### config.mk
export PLATFORM = sky130hd
export DESIGN_NAME = button_debounce
export DESIGN_NICKNAME = d
export VERILOG_FILES = /design/src/rtl/button_debounce.sv
export SDC_FILE = /design/constraint.sdc
export NUM_CORES = 1
export LEC_CHECK = 0
export CAP_MARGIN = 0
export CORE_ASPECT_RATIO = 0.6
export CORE_MARGIN = 2
export CORE_UTILIZATION = 23
export CTS_CLUSTER_SIZE = 16
export DETAILED_ROUTE_END_ITERATION = 12
export GPL_TIMING_DRIVEN = 0
export HOLD_SLACK_MARGIN = 0.15
export PLACE_DENSITY_LB_ADDON = 0.3
export SETUP_SLACK_MARGIN = 0.3
export SKIP_LAST_GASP = 1
export SLEW_MARGIN = 10
export SYNTH_ARGS = -nofsm -noshare
export SYNTH_HDL_FRONTEND = slang
export SYNTH_SLANG_ARGS = --single-unit
export TNS_END_PERCENT = 10
### constraint.sdc
create_clock -name clk -period 2.01 [get_ports clk]
set_input_delay 0.402 -clock clk [delete_from_list [all_inputs] [get_ports clk]]
set_output_delay 0.402 -clock clk [all_outputs]
set_load 0.02 [all_outputs]
### src/rtl/button_debounce.sv
// -----------------------------------------------------------------------------
// button_debounce
//
// Conditions raw pushbutton pads for the Wishbone button/LED peripheral. Each
// channel brings its pad into the clk domain through a two-flop synchroniser.
// A stability counter then filters contact bounce: a new level is accepted
// only after the synchronised input has differed from the current stable
// level for DEBOUNCE_CYCLES consecutive cycles. When a new level is accepted,
// the block emits a one-cycle press or release pulse.
//
// Parameters
//   NUM_BUTTONS     number of independent channels (>= 1)
//   DEBOUNCE_CYCLES consecutive mismatch cycles required to accept a change
//                   (>= 1; 250000 gives 10 ms at 25 MHz)
//   CNT_W           width of each stability counter
//
// Ports
//   clk            rising-edge clock for all state
//   reset          asynchronous, active-high; clears every flop immediately
//   buttons_raw    raw pad inputs, asynchronous to clk, active-high
//   buttons        debounced level per channel (registered)
//   press_pulse    one-cycle pulse when the debounced level goes 0->1
//   release_pulse  one-cycle pulse when the debounced level goes 1->0
// -----------------------------------------------------------------------------
module button_debounce #(
  parameter int NUM_BUTTONS     = 3,
  parameter int DEBOUNCE_CYCLES = 250000,
  parameter int CNT_W           = $clog2(DEBOUNCE_CYCLES + 1)
) (
  input  logic                   clk,
  input  logic                   reset,
  input  logic [NUM_BUTTONS-1:0] buttons_raw,
  output logic [NUM_BUTTONS-1:0] buttons,
  output logic [NUM_BUTTONS-1:0] press_pulse,
  output logic [NUM_BUTTONS-1:0] release_pulse
);

  // Terminal count: a mismatch seen while the counter holds this value is the
  // DEBOUNCE_CYCLES-th consecutive one, so the new level is accepted.
  localparam logic [CNT_W-1:0] CNT_LAST = CNT_W'(DEBOUNCE_CYCLES - 1);

  // Saturating increment. The acceptance branch already stops the count at
  // CNT_LAST. The clamp here also guarantees the counter can never wrap.
  function automatic logic [CNT_W-1:0] cnt_inc(input logic [CNT_W-1:0] cnt);
    logic [CNT_W-1:0] nxt;
    if (cnt >= CNT_LAST) begin
      nxt = CNT_LAST;
    end else begin
      nxt = cnt + 1'b1;
    end
    return nxt;
  endfunction

  logic [NUM_BUTTONS-1:0]            sync1_q, sync1_d;
  logic [NUM_BUTTONS-1:0]            sync2_q, sync2_d;
  logic [NUM_BUTTONS-1:0]            btn_q, btn_d;
  logic [NUM_BUTTONS-1:0]            press_q, press_d;
  logic [NUM_BUTTONS-1:0]            rel_q, rel_d;
  logic [NUM_BUTTONS-1:0][CNT_W-1:0] cnt_q, cnt_d;

  always_comb begin
    // Synchroniser chain: raw pad -> sync1 -> sync2. Only sync2 is used by
    // the filter, which keeps a possibly metastable sync1 out of the logic.
    sync1_d = buttons_raw;
    sync2_d = sync1_q;
    btn_d   = btn_q;
    cnt_d   = cnt_q;
    press_d = '0;
    rel_d   = '0;

    for (int i = 0; i < NUM_BUTTONS; i++) begin
      if (sync2_q[i] == btn_q[i]) begin
        // Any cycle that agrees with the stable level restarts the interval.
        cnt_d[i] = '0;
      end else if (cnt_q[i] == CNT_LAST) begin
        // Input has disagreed for the full interval: accept it.
        btn_d[i]   = sync2_q[i];
        cnt_d[i]   = '0;
        press_d[i] = sync2_q[i];
        rel_d[i]   = ~sync2_q[i];
      end else begin
        cnt_d[i] = cnt_inc(cnt_q[i]);
      end
    end
  end

  always_ff @(posedge clk or posedge reset) begin
    if (reset) begin
      sync1_q <= '0;
      sync2_q <= '0;
      btn_q   <= '0;
      cnt_q   <= '0;
      press_q <= '0;
      rel_q   <= '0;
    end else begin
      sync1_q <= sync1_d;
      sync2_q <= sync2_d;
      btn_q   <= btn_d;
      cnt_q   <= cnt_d;
      press_q <= press_d;
      rel_q   <= rel_d;
    end
  end

  assign buttons       = btn_q;
  assign press_pulse   = press_q;
  assign release_pulse = rel_q;

endmodule

# [Word-level counts from Yosys, hierarchy flattened]
# Index checks and enable logic that the tools add are counted.
[op_classes] n_addsub=3 n_mul=0 div_mod_pow=0 order_cmp=3 eq_ne=6 shift=0 n_mux=21 bitwise=6 reduce_logical=3
[ops] op="$mux 18" n=9
[ops] op="$add 18x1->18 const B" n=3
[ops] op="$eq 18x18->1 const B" n=3
[ops] op="$ge 18x18->1 const B" n=3
[ops] op="$mux 1" n=12
[ops] op="$not 1->1" n=6
[ops] op="$reduce_and 2->1" n=3
[ops] op="$eq 1x1->1" n=3
[word_totals] regBits=69 latchBits=0 ramBits=0 mem_bits_ro=0 input_bits=5 output_inout_bits=9 word_cells=52 n_memories=0

# [Longest topological paths before layout]
# Gate-level depths: netlist of the first run.
[logic_depth] word_depth=4 ltp_mapped=6 ltp_nobuf=5

# [Worst setup path before layout of the first run]
# No wires, ideal clock.
[synth_path] kind="register -> register" startpoint="register cnt_q[18] (netlist name)" endpoint="register cnt_q[22] (netlist name)" arrival_ps=1621 path_slack_ps=235 path_stages_with_launch=6 path_cell_list="dfrtp_1 > ha_1 > and3_1 > o41ai_1 > a211oi_1 > nor3_1"
[synth_rtl] item="start: declaration" line_no="59" rtl="logic [NUM_BUTTONS-1:0][CNT_W-1:0] cnt_q, cnt_d;"
[synth_rtl] item="start signal: assignment" line_no="99" rtl="cnt_q <= cnt_d;"

# [Worst setup path after layout of the first run]
[layout_path] startpoint="register cnt_q[29] (netlist name)" endpoint="register btn_q[1] (netlist: buttons[1])"
[layout_via] elab_chain_cells=2
[layout_rtl] item="$eq 18x18->1" line_no="75" rtl="end else if (cnt_q[i] == CNT_LAST) begin"
[layout_rtl] item="$reduce_and 2->1 (no line)"
[layout_rtl] item="end signal: assignment" line_no="98" rtl="btn_q <= btn_d;"
[layout_rtl] item="end: declaration" line_no="56" rtl="logic [NUM_BUTTONS-1:0] btn_q, btn_d;"
# No other way between the ends.
# A chain may end at the register's enable or synchronous reset.

==> impl_metrics.prom, run 1 <==
# TYPE chip_impl_metric gauge
chip_impl_metric{name="globalRoute.totalOverflow",unit=""} 0
chip_impl_metric{name="yosys_register_bits",unit=""} 69
chip_impl_metric{name="place_hpwl",unit="µm"} 5090
chip_impl_info{name="timing.hold.worst.class",value="flop to flop"} 1
chip_impl_metric{name="totalNegativeSetupSlack",unit="ns"} 0
chip_impl_metric{name="cts.htree.levels",unit=""} 3
chip_impl_info{name="critical_path.startpoint_type",value="flop"} 1
chip_impl_metric{name="routed_wire_length_per_instance",unit="µm"} 13.8
chip_impl_metric{name="ant_nets_after_route",unit=""} 0
chip_impl_metric{name="post_synth_inst_count",unit=""} 323
chip_impl_metric{name="die-area",unit="µm²"} 15600
chip_impl_metric{name="clkTransAtPathRegs",unit="ns"} 0.05
chip_impl_metric{name="routed_via_density",unit=""} 4.65
chip_impl_metric{name="grt_start_max_net_pins",unit=""} 38
chip_impl_metric{name="syn2layout_area_growth",unit="%"} 28.5
chip_impl_metric{name="insertedDiodeCount",unit=""} 0
chip_impl_metric{name="routed-via-count",unit=""} 2612
chip_impl_metric{name="die_x",unit="µm"} 160
chip_impl_info{name="final_common_cell",value="sky130_fd_sc_hd__dfrtp_1"} 1
chip_impl_metric{name="power_frac_seq",unit=""} 0.472
chip_impl_metric{name="port_buffers",unit=""} 13
chip_impl_info{name="yosysTopAreaCell",value="sky130_fd_sc_hd__dfrtp_1"} 1
chip_impl_metric{name="power.switching_fraction",unit=""} 0.223
chip_impl_metric{name="tritoncts_sink_count",unit=""} 69
chip_impl_metric{name="post_synthesis_instance_area",unit="µm²"} 3360
chip_impl_info{name="tritoncts_clock_tree",value="built"} 1
chip_impl_metric{name="maxSlewViolCount",unit=""} 0
chip_impl_metric{name="yosys.cell_types.count",unit=""} 37
chip_impl_metric{name="max_freq",unit="MHz"} 547
chip_impl_info{name="clockRootBuffer",value="sky130_fd_sc_hd__clkbuf_16"} 1
chip_impl_info{name="status",value="finished, final reports clean"} 1
chip_impl_metric{name="cts_hold_buffers",unit=""} 0
chip_impl_metric{name="worst-endpoint-arrival",unit="ns"} 2.03
chip_impl_metric{name="timing.critical_path.fanout_max",unit=""} 5
chip_impl_metric{name="synth_sequential_area_ratio",unit=""} 0.514
chip_impl_metric{name="synthesized_nets",unit=""} 331
chip_impl_metric{name="grtUsageTotal",unit=""} 0.103
chip_impl_metric{name="floorplan.initialDensity",unit=""} 0.233
chip_impl_metric{name="slew_headroom",unit=""} 0.421
chip_impl_info{name="mostFrequentLayoutCells",value="64 x sky130_fd_sc_hd__dfrtp_1, 32 x sky130_fd_sc_hd__xnor2_1, 29 x sky130_fd_sc_hd__nor3_1, 28 x sky130_fd_sc_hd__a21oi_1, 17 x sky130_fd_sc_hd__nand4_1"} 1
chip_impl_metric{name="clock_power_share",unit=""} 0.484
chip_impl_metric{name="average_cell_area_after_synthesis",unit="µm²"} 10.4
chip_impl_metric{name="p_int",unit="W"} 0.00237
chip_impl_info{name="criticalPathCategory",value="flop to flop"} 1
chip_impl_metric{name="finalCritPeriodShare",unit=""} 0.909
chip_impl_metric{name="irDropWorstVdd",unit="mV"} 0.411
chip_impl_metric{name="setup_viol",unit=""} 0
chip_impl_metric{name="clock_path_buffers",unit=""} 2
chip_impl_metric{name="gp_congestion",unit=""} 0.795
chip_impl_metric{name="layout_min_cycle_time",unit="ns"} 1.83
chip_impl_metric{name="dpl.cell_count",unit=""} 535
chip_impl_metric{name="total_detailed_routing_wirelength",unit="µm"} 7760
chip_impl_metric{name="netlist.area_leader.share",unit=""} 0.514
chip_impl_metric{name="initial_antenna_violation_count",unit=""} 0
chip_impl_metric{name="yosys_warnings",unit=""} 0
chip_impl_info{name="cp-end-kind",value="flop"} 1
chip_impl_metric{name="finalHoldViolations",unit=""} 0
chip_impl_metric{name="drt_drc_violations_left",unit=""} 0
chip_impl_metric{name="skew",unit="ns"} 0.00734
chip_impl_metric{name="insertion_delay",unit="ns"} 0.33
chip_impl_metric{name="cts_buffers",unit=""} 9
chip_impl_metric{name="drtIter0Drc",unit=""} 183
chip_impl_metric{name="dieHeight",unit="µm"} 97.6
chip_impl_metric{name="cap_viol_max_count",unit=""} 0
chip_impl_metric{name="num-nets-final",unit=""} 367
chip_impl_metric{name="worst-endpoint-required",unit="ns"} 2.22
chip_impl_metric{name="drt_first_pass_iters",unit=""} 4
chip_impl_metric{name="p_per_area",unit="nW/µm²"} 706
chip_impl_info{name="rsz0062_at_grt",value="true"} 1
chip_impl_metric{name="combinationalPowerShare",unit=""} 0.045
chip_impl_metric{name="p_sw",unit="W"} 0.000678
chip_impl_metric{name="fraction_of_final_layout_cells_sized_beyond_drive_strength_1",unit=""} 0.198
chip_impl_metric{name="ioPinCount",unit=""} 14
chip_impl_metric{name="tightest_slew",unit="ns"} 0.862
chip_impl_info{name="ys_top_cells_by_area",value="sky130_fd_sc_hd__dfrtp_1 51%, sky130_fd_sc_hd__xnor2_1 8.9%, sky130_fd_sc_hd__nor3_1 4.8%"} 1
chip_impl_metric{name="grt_first_pass_wirelength",unit="µm"} 12800
chip_impl_metric{name="instances_no_fill",unit=""} 562
chip_impl_metric{name="grt_pass1_vias",unit=""} 2436
chip_impl_metric{name="core_area",unit="µm²"} 14400
chip_impl_metric{name="placementRows",unit=""} 34
chip_impl_metric{name="power.static_leakage",unit="nW"} 1.63
## power by group through the flow
| stage | Combinational (W) | Sequential (W) | Clock, W |
|---|---|---|---|
| floorplan | 0.0000731 | 0.00145 | 0 |
| finish | 0.000135 | 0.00144 | 0.00147 |
| CTS | 0.000126 | 0.00143 | 0.00151 |
| detailed placement | 0.000111 | 0.00146 | 0 |
| global route | 0.000155 | 0.00144 | 0.00158 |
| global placement | 0.000105 | 0.00146 | 0 |
## metrics by stage
| stage | setup WS, ns | hold WS [ns] | area (µm²) | util | power [W] |
|---|---|---|---|---|---|
| after global routing | 0.137 | 0.356 | 4310 | 0.300 | 0.00318 |
| after detailed placement | -0.271 | 0.335 | 3760 | 0.261 | 0.00157 |
| final | 0.183 | 0.347 | 4310 | 0.300 | 0.00304 |
| after global placement | -0.258 | 0.334 | 3740 | 0.260 | 0.00156 |
| after floorplan | 0.235 | 0.331 | 3360 | - | 0.00152 |
| after CTS | 0.144 | 0.348 | 4210 | 0.293 | 0.00307 |
## worst paths after layout
path	from	endpoint	slack (ns)	cells past startpoint
setup / recovery	cnt_q[29]$_DFF_PP0_	buttons[1]$_DFFE_PP0P_	0.18	4
hold / removal	sync1_q[2]$_DFF_PP0_	sync2_q[2]$_DFF_PP0_	0.35	0
setup reg to reg	cnt_q[29]$_DFF_PP0_	buttons[1]$_DFFE_PP0P_	0.18	4
hold reg to reg	sync1_q[2]$_DFF_PP0_	sync2_q[2]$_DFF_PP0_	0.35	0
max in group asynchronous	reset	cnt_q[12]$_DFF_PP0_	0.81	3
min in group asynchronous	reset	cnt_q[28]$_DFF_PP0_	0.56	2
## flip-flops by register name (all words and copies together) (netlist names)
signal	count
cnt_q	54
sync2_q	3
buttons	3
press_pulse	3
release_pulse	3
sync1_q	3
## cell usage after synthesis
master,n
sky130_fd_sc_hd__ha_1,3
sky130_fd_sc_hd__a211oi_2,2
sky130_fd_sc_hd__nand2_1,11
sky130_fd_sc_hd__a21o_1,2
sky130_fd_sc_hd__o21ai_0,4
sky130_fd_sc_hd__and4_1,3
sky130_fd_sc_hd__nor3b_1,6
sky130_fd_sc_hd__nand4_1,17
sky130_fd_sc_hd__or3_1,4
sky130_fd_sc_hd__buf_4,1
sky130_fd_sc_hd__nand3_4,1
sky130_fd_sc_hd__nor2_1,15
sky130_fd_sc_hd__mux2_2,3
sky130_fd_sc_hd__and3_1,6
sky130_fd_sc_hd__nor3_1,32
sky130_fd_sc_hd__o31ai_1,1
sky130_fd_sc_hd__a211o_1,2
sky130_fd_sc_hd__xnor2_1,34
sky130_fd_sc_hd__a31o_2,1
sky130_fd_sc_hd__a41o_1,3
sky130_fd_sc_hd__a21oi_1,29
sky130_fd_sc_hd__or4_1,4
sky130_fd_sc_hd__nand4_4,1
sky130_fd_sc_hd__nor4_1,14
sky130_fd_sc_hd__dfrtp_1,69
sky130_fd_sc_hd__clkbuf_2,1
sky130_fd_sc_hd__and2_0,1
sky130_fd_sc_hd__a31oi_1,2
sky130_fd_sc_hd__nor4b_1,1
sky130_fd_sc_hd__nand3_2,2
sky130_fd_sc_hd__inv_1,12
sky130_fd_sc_hd__or4_4,1
sky130_fd_sc_hd__o41ai_1,1
sky130_fd_sc_hd__a211oi_1,2
sky130_fd_sc_hd__buf_2,7
sky130_fd_sc_hd__nand3_1,15
sky130_fd_sc_hd__xor2_1,10
## final cells by class
class                           instances  area, µm²
Fill cell                            1508      10100
Sequential cell                        69       1730
Multi-Input combinational cell        233       1700
Clock buffer                           13        260
Tap cell                              198        248
Timing Repair Buffer                   25        246
Buffer                                  9       55.1
Inverter                               12       48.8
Clock inverter                          3       20.0
## per-layer routing
| metal | part of all wire | up-vias | wire length [µm] | GRT usage |
|---|---|---|---|---|
| li1 | - | 1263 | - | - |
| met1 | 0.54 | 1293 | 4200 | 0.160 |
| met2 | 0.41 | 51 | 3150 | 0.135 |
| met3 | 0.048 | 5 | 370 | 0.0337 |
| met4 | 0.0044 | 0 | 34 | 0.0229 |
| met5 | 0 | - | 0 | 0 |
## kinds of logic after synthesis
kind of cell | Yosys count | share of synthesized area
AO/OA/AOI/OAI | 49 | 0.0909
XOR/XNOR | 44 | 0.115
adder cells (fa/ha/maj) | 3 | 0.0112
buffers and inverters | 21 | 0.0276
flip-flops | 69 | 0.514
multiplexers | 3 | 0.0101
AND/OR/NAND/NOR | 134 | 0.231
## worst max-delay path, stage by stage, from the launching register on
cell                      delay, ns
sky130_fd_sc_hd__dfrtp_1       0.46
sky130_fd_sc_hd__or4_4         0.59
sky130_fd_sc_hd__nor2_4        0.19
sky130_fd_sc_hd__nand4_1       0.17
sky130_fd_sc_hd__mux2_2        0.30
## what timing repair did
| item | CTS | global route |
|---|---|---|
| setup buffers | 8 | 3 |
| pin swaps | 7 | 5 |
| gates resized for setup | 22 | 21 |
| hold endpoints to repair | 0 | 0 |
| setup endpoints to repair | 66 | 65 |
No activity file was read; power rests on OpenSTA's default activity.
==> inputs of run 2 (changes only) <==
Settings changed: DONT_BUFFER_PORTS set to 1.
==> impl_metrics.prom, run 2 (synthesis gave the netlist of run 1 again) <==
# TYPE chip_impl_metric gauge
chip_impl_metric{name="setup_viol",unit=""} 0
chip_impl_metric{name="power_frac_seq",unit=""} 0.484
chip_impl_metric{name="cp_slowest_stage_delay",unit="ns"} 0.55
chip_impl_metric{name="cts.htree.levels",unit=""} 3
chip_impl_metric{name="core_area",unit="µm²"} 14400
chip_impl_info{name="critical_path.startpoint_type",value="flop"} 1
chip_impl_metric{name="postLayoutSetupSlackWorst",unit="ns"} 0.235
chip_impl_metric{name="tightest_slew",unit="ns"} 0.667
chip_impl_metric{name="sequential_cell_area",unit="µm²"} 1740
chip_impl_metric{name="placementRows",unit=""} 34
chip_impl_metric{name="slew_headroom",unit=""} 0.555
chip_impl_metric{name="finalHoldViolations",unit=""} 0
chip_impl_info{name="criticalPathCategory",value="flop to flop"} 1
chip_impl_metric{name="drt_drc_violations_left",unit=""} 0
chip_impl_metric{name="die_x",unit="µm"} 160
chip_impl_metric{name="ioPinCount",unit=""} 14
chip_impl_metric{name="insertedDiodeCount",unit=""} 0
chip_impl_metric{name="clkTransAtPathRegs",unit="ns"} 0.05
chip_impl_metric{name="port_buffers",unit=""} 0
chip_impl_metric{name="irDropWorstVdd",unit="mV"} 0.497
chip_impl_metric{name="max_freq",unit="MHz"} 563
chip_impl_metric{name="hold_depth",unit=""} 0
chip_impl_info{name="mostFrequentLayoutCells",value="62 x sky130_fd_sc_hd__dfrtp_1, 31 x sky130_fd_sc_hd__nor3_1, 31 x sky130_fd_sc_hd__xnor2_1, 29 x sky130_fd_sc_hd__a21oi_1, 19 x sky130_fd_sc_hd__buf_4"} 1
chip_impl_info{name="status",value="finished, final reports clean"} 1
chip_impl_metric{name="grt_start_max_net_pins",unit=""} 28
chip_impl_metric{name="totalNegativeSetupSlack",unit="ns"} 0
chip_impl_metric{name="total_detailed_routing_wirelength",unit="µm"} 7720
chip_impl_metric{name="post-place-ws",unit="ns"} -0.252
chip_impl_metric{name="skew",unit="ns"} 0.00620
chip_impl_metric{name="worst-endpoint-arrival",unit="ns"} 1.98
chip_impl_info{name="largest-register",value="cnt_q"} 1
chip_impl_info{name="clockRootBuffer",value="sky130_fd_sc_hd__clkbuf_16"} 1
chip_impl_metric{name="grt_pass1_vias",unit=""} 2424
chip_impl_metric{name="largest_register_ffs",unit=""} 54
chip_impl_info{name="tritoncts_clock_tree",value="built"} 1
chip_impl_metric{name="initial_antenna_violation_count",unit=""} 0
chip_impl_metric{name="final.fill_count",unit=""} 1515
chip_impl_info{name="rsz0062_at_grt",value="true"} 1
chip_impl_metric{name="globalRoute.totalOverflow",unit=""} 0
chip_impl_metric{name="fraction_of_final_layout_cells_sized_beyond_drive_strength_1",unit=""} 0.215
chip_impl_metric{name="timing.critical_path.fanout_max",unit=""} 5
chip_impl_metric{name="p_int",unit="W"} 0.00233
chip_impl_metric{name="die-area",unit="µm²"} 15600
chip_impl_metric{name="gp_congestion",unit=""} 0.818
chip_impl_info{name="final_common_cell",value="sky130_fd_sc_hd__dfrtp_1"} 1
chip_impl_metric{name="cap_viol_max_count",unit=""} 0
chip_impl_metric{name="drt_first_pass_iters",unit=""} 4
chip_impl_metric{name="worst-r2r-cell-count",unit=""} 4
chip_impl_metric{name="p_per_area",unit="nW/µm²"} 697
chip_impl_metric{name="tritoncts_sink_count",unit=""} 69
chip_impl_metric{name="worst-endpoint-required",unit="ns"} 2.22
chip_impl_metric{name="dieHeight",unit="µm"} 97.6
chip_impl_metric{name="power.switching_fraction",unit=""} 0.217
chip_impl_metric{name="grt_first_pass_wirelength",unit="µm"} 13100
chip_impl_metric{name="area_of_the_multi_input_gates",unit="µm²"} 1700
chip_impl_info{name="critPathSlowestCell",value="sky130_fd_sc_hd__or4_4"} 1
chip_impl_metric{name="maxSlewViolCount",unit=""} 0
chip_impl_info{name="cp-end-kind",value="flop"} 1
chip_impl_metric{name="place_hpwl",unit="µm"} 5310
chip_impl_metric{name="grtUsageTotal",unit=""} 0.106
chip_impl_metric{name="floorplan.initialDensity",unit=""} 0.233
chip_impl_metric{name="clock_power_share",unit=""} 0.470
chip_impl_info{name="crit_path_cell_trace",value="or4_4, nor2_4, nand4_1, mux2_2"} 1
chip_impl_metric{name="holdWs",unit="ns"} 0.351
chip_impl_metric{name="syn2layout_area_growth",unit="%"} 27.1
chip_impl_metric{name="insertion_delay",unit="ns"} 0.33
chip_impl_metric{name="power.static_leakage",unit="nW"} 1.61
chip_impl_metric{name="finalCritPeriodShare",unit=""} 0.883
chip_impl_metric{name="routed_via_density",unit=""} 4.54
chip_impl_metric{name="routed_wire_length_per_instance",unit="µm"} 13.8
chip_impl_metric{name="cts_buffers",unit=""} 9
chip_impl_metric{name="p_sw",unit="W"} 0.000647
chip_impl_metric{name="layout_min_cycle_time",unit="ns"} 1.77
chip_impl_metric{name="routed-via-count",unit=""} 2545
chip_impl_metric{name="ant_nets_after_route",unit=""} 0
chip_impl_metric{name="num-nets-final",unit=""} 366
chip_impl_metric{name="clock_path_buffers",unit=""} 2
chip_impl_info{name="timing.hold.worst.class",value="flop to flop"} 1
chip_impl_metric{name="final_core_utilization",unit=""} 0.297
chip_impl_metric{name="combinationalPowerShare",unit=""} 0.046
chip_impl_metric{name="drtIter0Drc",unit=""} 188
run 2: cell count changes in the layout (fill, tap and decap cells not counted), moves of 3 or more:
cell / delta
sky130_fd_sc_hd__clkdlybuf4s50_1: -11
sky130_fd_sc_hd__clkbuf_4: -3
sky130_fd_sc_hd__buf_4: +8
sky130_fd_sc_hd__dlygate4sd3_1: +4
run 2: worst paths after layout:
kind,startpoint,slack (ns),endpoint
worst max-delay path,cnt_q[8]$_DFF_PP0_,0.24,buttons[0]$_DFFE_PP0P_
worst min-delay path,sync1_q[0]$_DFF_PP0_,0.35,sync2_q[0]$_DFF_PP0_
worst max register to register,cnt_q[8]$_DFF_PP0_,0.24,buttons[0]$_DFFE_PP0P_
worst min register to register,sync1_q[0]$_DFF_PP0_,0.35,sync2_q[0]$_DFF_PP0_
max in group asynchronous,reset,0.85,cnt_q[28]$_DFF_PP0_
min in group asynchronous,reset,0.63,buttons[0]$_DFFE_PP0P_
run 2: power by group through the flow:
stage,registers (W),logic [W],clock network (W)
3_3_place_gp,0.00146,0.0000970,0
5_1_grt,0.00144,0.000158,0.00152
2_1_floorplan,0.00145,0.0000731,0
4_1_cts,0.00144,0.000139,0.00145
3_5_place_dp,0.00146,0.000109,0
6_report,0.00144,0.000137,0.00140
run 2: layer usage:
| layer | share of wire | vias up | global-route usage |
|---|---|---|---|
| li1 | - | 1256 | - |
| met1 | 0.56 | 1229 | 0.176 |
| met2 | 0.37 | 50 | 0.127 |
| met3 | 0.057 | 10 | 0.0282 |
| met4 | 0.014 | 0 | 0.0333 |
| met5 | 0 | - | 0 |
run 2: critical path: cells and delay by family (launching register included):
| kind | cells | cell delay (ns) |
|---|---|---|
| mux | 1 | 0.34 |
| simple gates | 3 | 0.90 |
| flops | 1 | 0.43 |
run 2: layout make-up:
class / count / share of cell area
sequential: 69 / 0.407
multi-input combinational: 233 / 0.398
clock buffer: 13 / 0.0587
tap: 198 / 0.0581
timing repair buffer: 24 / 0.0522
buffer: 9 / 0.0126
inverter: 12 / 0.0114
clock inverter: 2 / 0.00235
run 2: timing repair:
item | in CTS | in global routing
buffers inserted | 14 | 4
hold buffers | 4 | 0
endpoints found under the hold margin | 25 | 0
gates resized for setup | 37 | 3
endpoints found under the setup margin | 63 | 63
gates cloned | 0 | 0
pin swaps | 12 | 4
run 2: through the flow:
step | instances | cell area (µm²) | power (W)
global route | 560 | 4270 | 0.00312
finish | 560 | 4270 | 0.00297
CTS | 556 | 4230 | 0.00303
detailed placement | 523 | 3660 | 0.00157
global placement | 521 | 3610 | 0.00155
floorplan | 323 | 3360 | 0.00152
==> inputs of run 3 (changes only) <==
Settings changed: CORE_MARGIN 2 to not set.
==> impl_metrics.prom, run 3 (synthesis gave the netlist of run 1 again) <==
# TYPE chip_impl_metric gauge
chip_impl_metric{name="globalRoute.totalOverflow",unit=""} 0
chip_impl_metric{name="fraction_of_final_layout_cells_sized_beyond_drive_strength_1",unit=""} 0.290
chip_impl_metric{name="hold_depth",unit=""} 0
chip_impl_info{name="tritoncts_clock_tree",value="built"} 1
chip_impl_metric{name="tightest_slew",unit="ns"} 0.634
chip_impl_info{name="hold_path_startpoint",value="sync1_q[1]$_DFF_PP0_"} 1
chip_impl_metric{name="finalCritPeriodShare",unit=""} 0.852
chip_impl_info{name="largest-register",value="cnt_q"} 1
chip_impl_metric{name="cts.htree.levels",unit=""} 3
chip_impl_metric{name="setup_viol",unit=""} 0
chip_impl_metric{name="finalHoldViolations",unit=""} 0
chip_impl_metric{name="layout_min_cycle_time",unit="ns"} 1.71
chip_impl_metric{name="insertion_delay",unit="ns"} 0.34
chip_impl_metric{name="cp_slowest_stage_delay",unit="ns"} 0.43
chip_impl_metric{name="postLayoutSetupSlackWorst",unit="ns"} 0.297
chip_impl_metric{name="final.fill_count",unit=""} 1450
chip_impl_metric{name="slew_headroom",unit=""} 0.577
chip_impl_info{name="timing.rr.end",value="buttons[2]$_DFFE_PP0P_"} 1
chip_impl_info{name="hold_endpoint",value="sync2_q[1]$_DFF_PP0_"} 1
chip_impl_metric{name="tritoncts_sink_count",unit=""} 69
chip_impl_metric{name="final_core_utilization",unit=""} 0.317
chip_impl_metric{name="max_freq",unit="MHz"} 584
chip_impl_info{name="timing.hold.worst.class",value="flop to flop"} 1
chip_impl_metric{name="syn2layout_area_growth",unit="%"} 31.8
chip_impl_metric{name="dieHeight",unit="µm"} 95.6
chip_impl_metric{name="ant_nets_after_route",unit=""} 0
chip_impl_metric{name="core_area",unit="µm²"} 14000
chip_impl_metric{name="gp_congestion",unit=""} 0.760
chip_impl_metric{name="placementRows",unit=""} 33
chip_impl_metric{name="worst-endpoint-arrival",unit="ns"} 1.94
chip_impl_metric{name="routed_wire_length_per_instance",unit="µm"} 13.6
chip_impl_metric{name="power.static_leakage",unit="nW"} 1.66
chip_impl_metric{name="initial_antenna_violation_count",unit=""} 0
chip_impl_metric{name="total_detailed_routing_wirelength",unit="µm"} 7630
chip_impl_metric{name="grt_start_max_net_pins",unit=""} 33
chip_impl_info{name="crit_path_cell_trace",value="or3_1, nor3_4, nand4_1, mux2_2"} 1
chip_impl_metric{name="routed-via-count",unit=""} 2627
chip_impl_info{name="critPathSlowestCell",value="sky130_fd_sc_hd__or3_1"} 1
chip_impl_metric{name="grt_pass1_vias",unit=""} 2545
chip_impl_metric{name="clock_path_buffers",unit=""} 2
chip_impl_metric{name="skew",unit="ns"} 0.00884
chip_impl_metric{name="cap_viol_max_count",unit=""} 0
chip_impl_metric{name="ioPinCount",unit=""} 14
chip_impl_metric{name="irDropWorstVdd",unit="mV"} 0.324
chip_impl_metric{name="drt_first_pass_iters",unit=""} 4
chip_impl_info{name="critical_path.startpoint_type",value="flop"} 1
chip_impl_info{name="rsz0062_at_grt",value="true"} 1
chip_impl_metric{name="worst-endpoint-required",unit="ns"} 2.24
chip_impl_info{name="mostFrequentLayoutCells",value="54 x sky130_fd_sc_hd__dfrtp_1, 31 x sky130_fd_sc_hd__xnor2_1, 29 x sky130_fd_sc_hd__a21oi_1, 28 x sky130_fd_sc_hd__buf_4, 26 x sky130_fd_sc_hd__nor3_1"} 1
chip_impl_info{name="status",value="finished, final reports clean"} 1
chip_impl_metric{name="place_hpwl",unit="µm"} 4990
chip_impl_metric{name="die-area",unit="µm²"} 15100
chip_impl_info{name="clockRootBuffer",value="sky130_fd_sc_hd__clkbuf_16"} 1
chip_impl_info{name="rr_startpoint",value="cnt_q[40]$_DFF_PP0_"} 1
chip_impl_metric{name="timing.critical_path.fanout_max",unit=""} 5
chip_impl_metric{name="grt_first_pass_wirelength",unit="µm"} 12800
chip_impl_info{name="final_common_cell",value="sky130_fd_sc_hd__dfrtp_1"} 1
chip_impl_metric{name="cts_buffers",unit=""} 9
chip_impl_metric{name="maxSlewViolCount",unit=""} 0
chip_impl_info{name="criticalPathCategory",value="flop to flop"} 1
chip_impl_metric{name="drt_drc_violations_left",unit=""} 0
chip_impl_metric{name="die_x",unit="µm"} 158
chip_impl_metric{name="timing.reg2reg.setup_slack",unit="ns"} 0.30
chip_impl_metric{name="num-nets-final",unit=""} 372
chip_impl_metric{name="largest_register_ffs",unit=""} 54
chip_impl_metric{name="port_buffers",unit=""} 0
chip_impl_metric{name="floorplan.initialDensity",unit=""} 0.241
chip_impl_metric{name="critical_path_buf_inv_count",unit=""} 0
chip_impl_info{name="cpLargestDelayFamily",value="simple AND/OR/NAND/NOR gates"} 1
chip_impl_info{name="cp-end-kind",value="flop"} 1
chip_impl_metric{name="clkTransAtPathRegs",unit="ns"} 0.06
chip_impl_metric{name="p_per_area",unit="nW/µm²"} 717
chip_impl_metric{name="drtIter0Drc",unit=""} 135
chip_impl_metric{name="grtUsageTotal",unit=""} 0.111
chip_impl_metric{name="routed_via_density",unit=""} 4.68
chip_impl_metric{name="worst-r2r-cell-count",unit=""} 4
chip_impl_metric{name="insertedDiodeCount",unit=""} 0
chip_impl_metric{name="post-place-ws",unit="ns"} -0.306
run 3: cell count changes in the layout (fill, tap and decap cells not counted), sizes merged:
| cell | previous run | this run |
|---|---|---|
| clkinv | 2 | 4 |
| inv | 11 | 12 |
| clkinvlp | 1 | 2 |
| bufinv | 0 | 1 |
| clkbuf | 14 | 10 |
| buf | 28 | 34 |
run 3: worst max path at each step:
stage | depth (start not counted) | end | slack [ns] | start
floorplan | 5 | cnt_q[22]$_DFF_PP0_ | 0.23 | cnt_q[18]$_DFF_PP0_
global route | 5 | cnt_q[13]$_DFF_PP0_ | 0.20 | cnt_q[1]$_DFF_PP0_
global placement | 5 | cnt_q[23]$_DFF_PP0_ | -0.27 | cnt_q[18]$_DFF_PP0_
detailed placement | 5 | cnt_q[23]$_DFF_PP0_ | -0.31 | cnt_q[18]$_DFF_PP0_
CTS | 4 | cnt_q[17]$_DFF_PP0_ | 0.27 | buttons[0]$_DFFE_PP0P_
finish | 4 | buttons[2]$_DFFE_PP0P_ | 0.30 | cnt_q[40]$_DFF_PP0_
run 3: final cells by class:
class | count | area [µm²] | area share
plain buffers | 9 | 60.1 | 0.0136
clock buffers | 9 | 225 | 0.0509
clock inverters | 7 | 73.8 | 0.0167
inverters | 12 | 48.8 | 0.0110
multi-input cells | 233 | 1770 | 0.399
flip-flops and latches | 69 | 1750 | 0.395
well taps | 192 | 240 | 0.0543
repair buffers | 30 | 264 | 0.0597
run 3: timing repair:
action	4_1_cts	5_1_grt
resized for setup	39	30
endpoints found under the hold margin	14	0
setup endpoints to repair	63	60
hold buffers	4	0
pin swaps	11	4
buffers inserted	13	11
run 3: worst reg2reg max path: cells and delay by family (launching register included):
| family | cells | cell delay (ns) |
|---|---|---|
| and+or+nand+nor | 3 | 0.88 |
| DFF | 1 | 0.42 |
| muxes | 1 | 0.31 |
run 3: per-layer routing:
| layer | track usage | part of all wire | wire [µm] |
|---|---|---|---|
| met4 | 0.0369 | 0.013 | 97 |
| met2 | 0.155 | 0.42 | 3190 |
| met5 | 0 | 0 | 0 |
| met1 | 0.155 | 0.52 | 3980 |
| met3 | 0.0418 | 0.048 | 363 |
run 3: power breakdown:
group / leakage (nW) / internal, W / switching (W)
logic: 0.593 / 0.0000593 / 0.0000796
clock network: 0.146 / 0.000964 / 0.000632
registers: 0.919 / 0.00141 / 0.0000264
run 3: per-stage QoR:
stage / instance area, µm² / hold WS [ns] / setup TNS, ns / cells / power [W]
5_1_grt: 4420 / 0.355 / 0 / 561 / 0.00331
2_1_floorplan: 3360 / 0.331 / 0 / 323 / 0.00152
3_3_place_gp: 3600 / 0.333 / -2.70 / 515 / 0.00155
4_1_cts: 4250 / 0.349 / 0 / 550 / 0.00321
6_report: 4420 / 0.348 / 0 / 561 / 0.00317
3_5_place_dp: 3640 / 0.267 / -2.94 / 517 / 0.00156
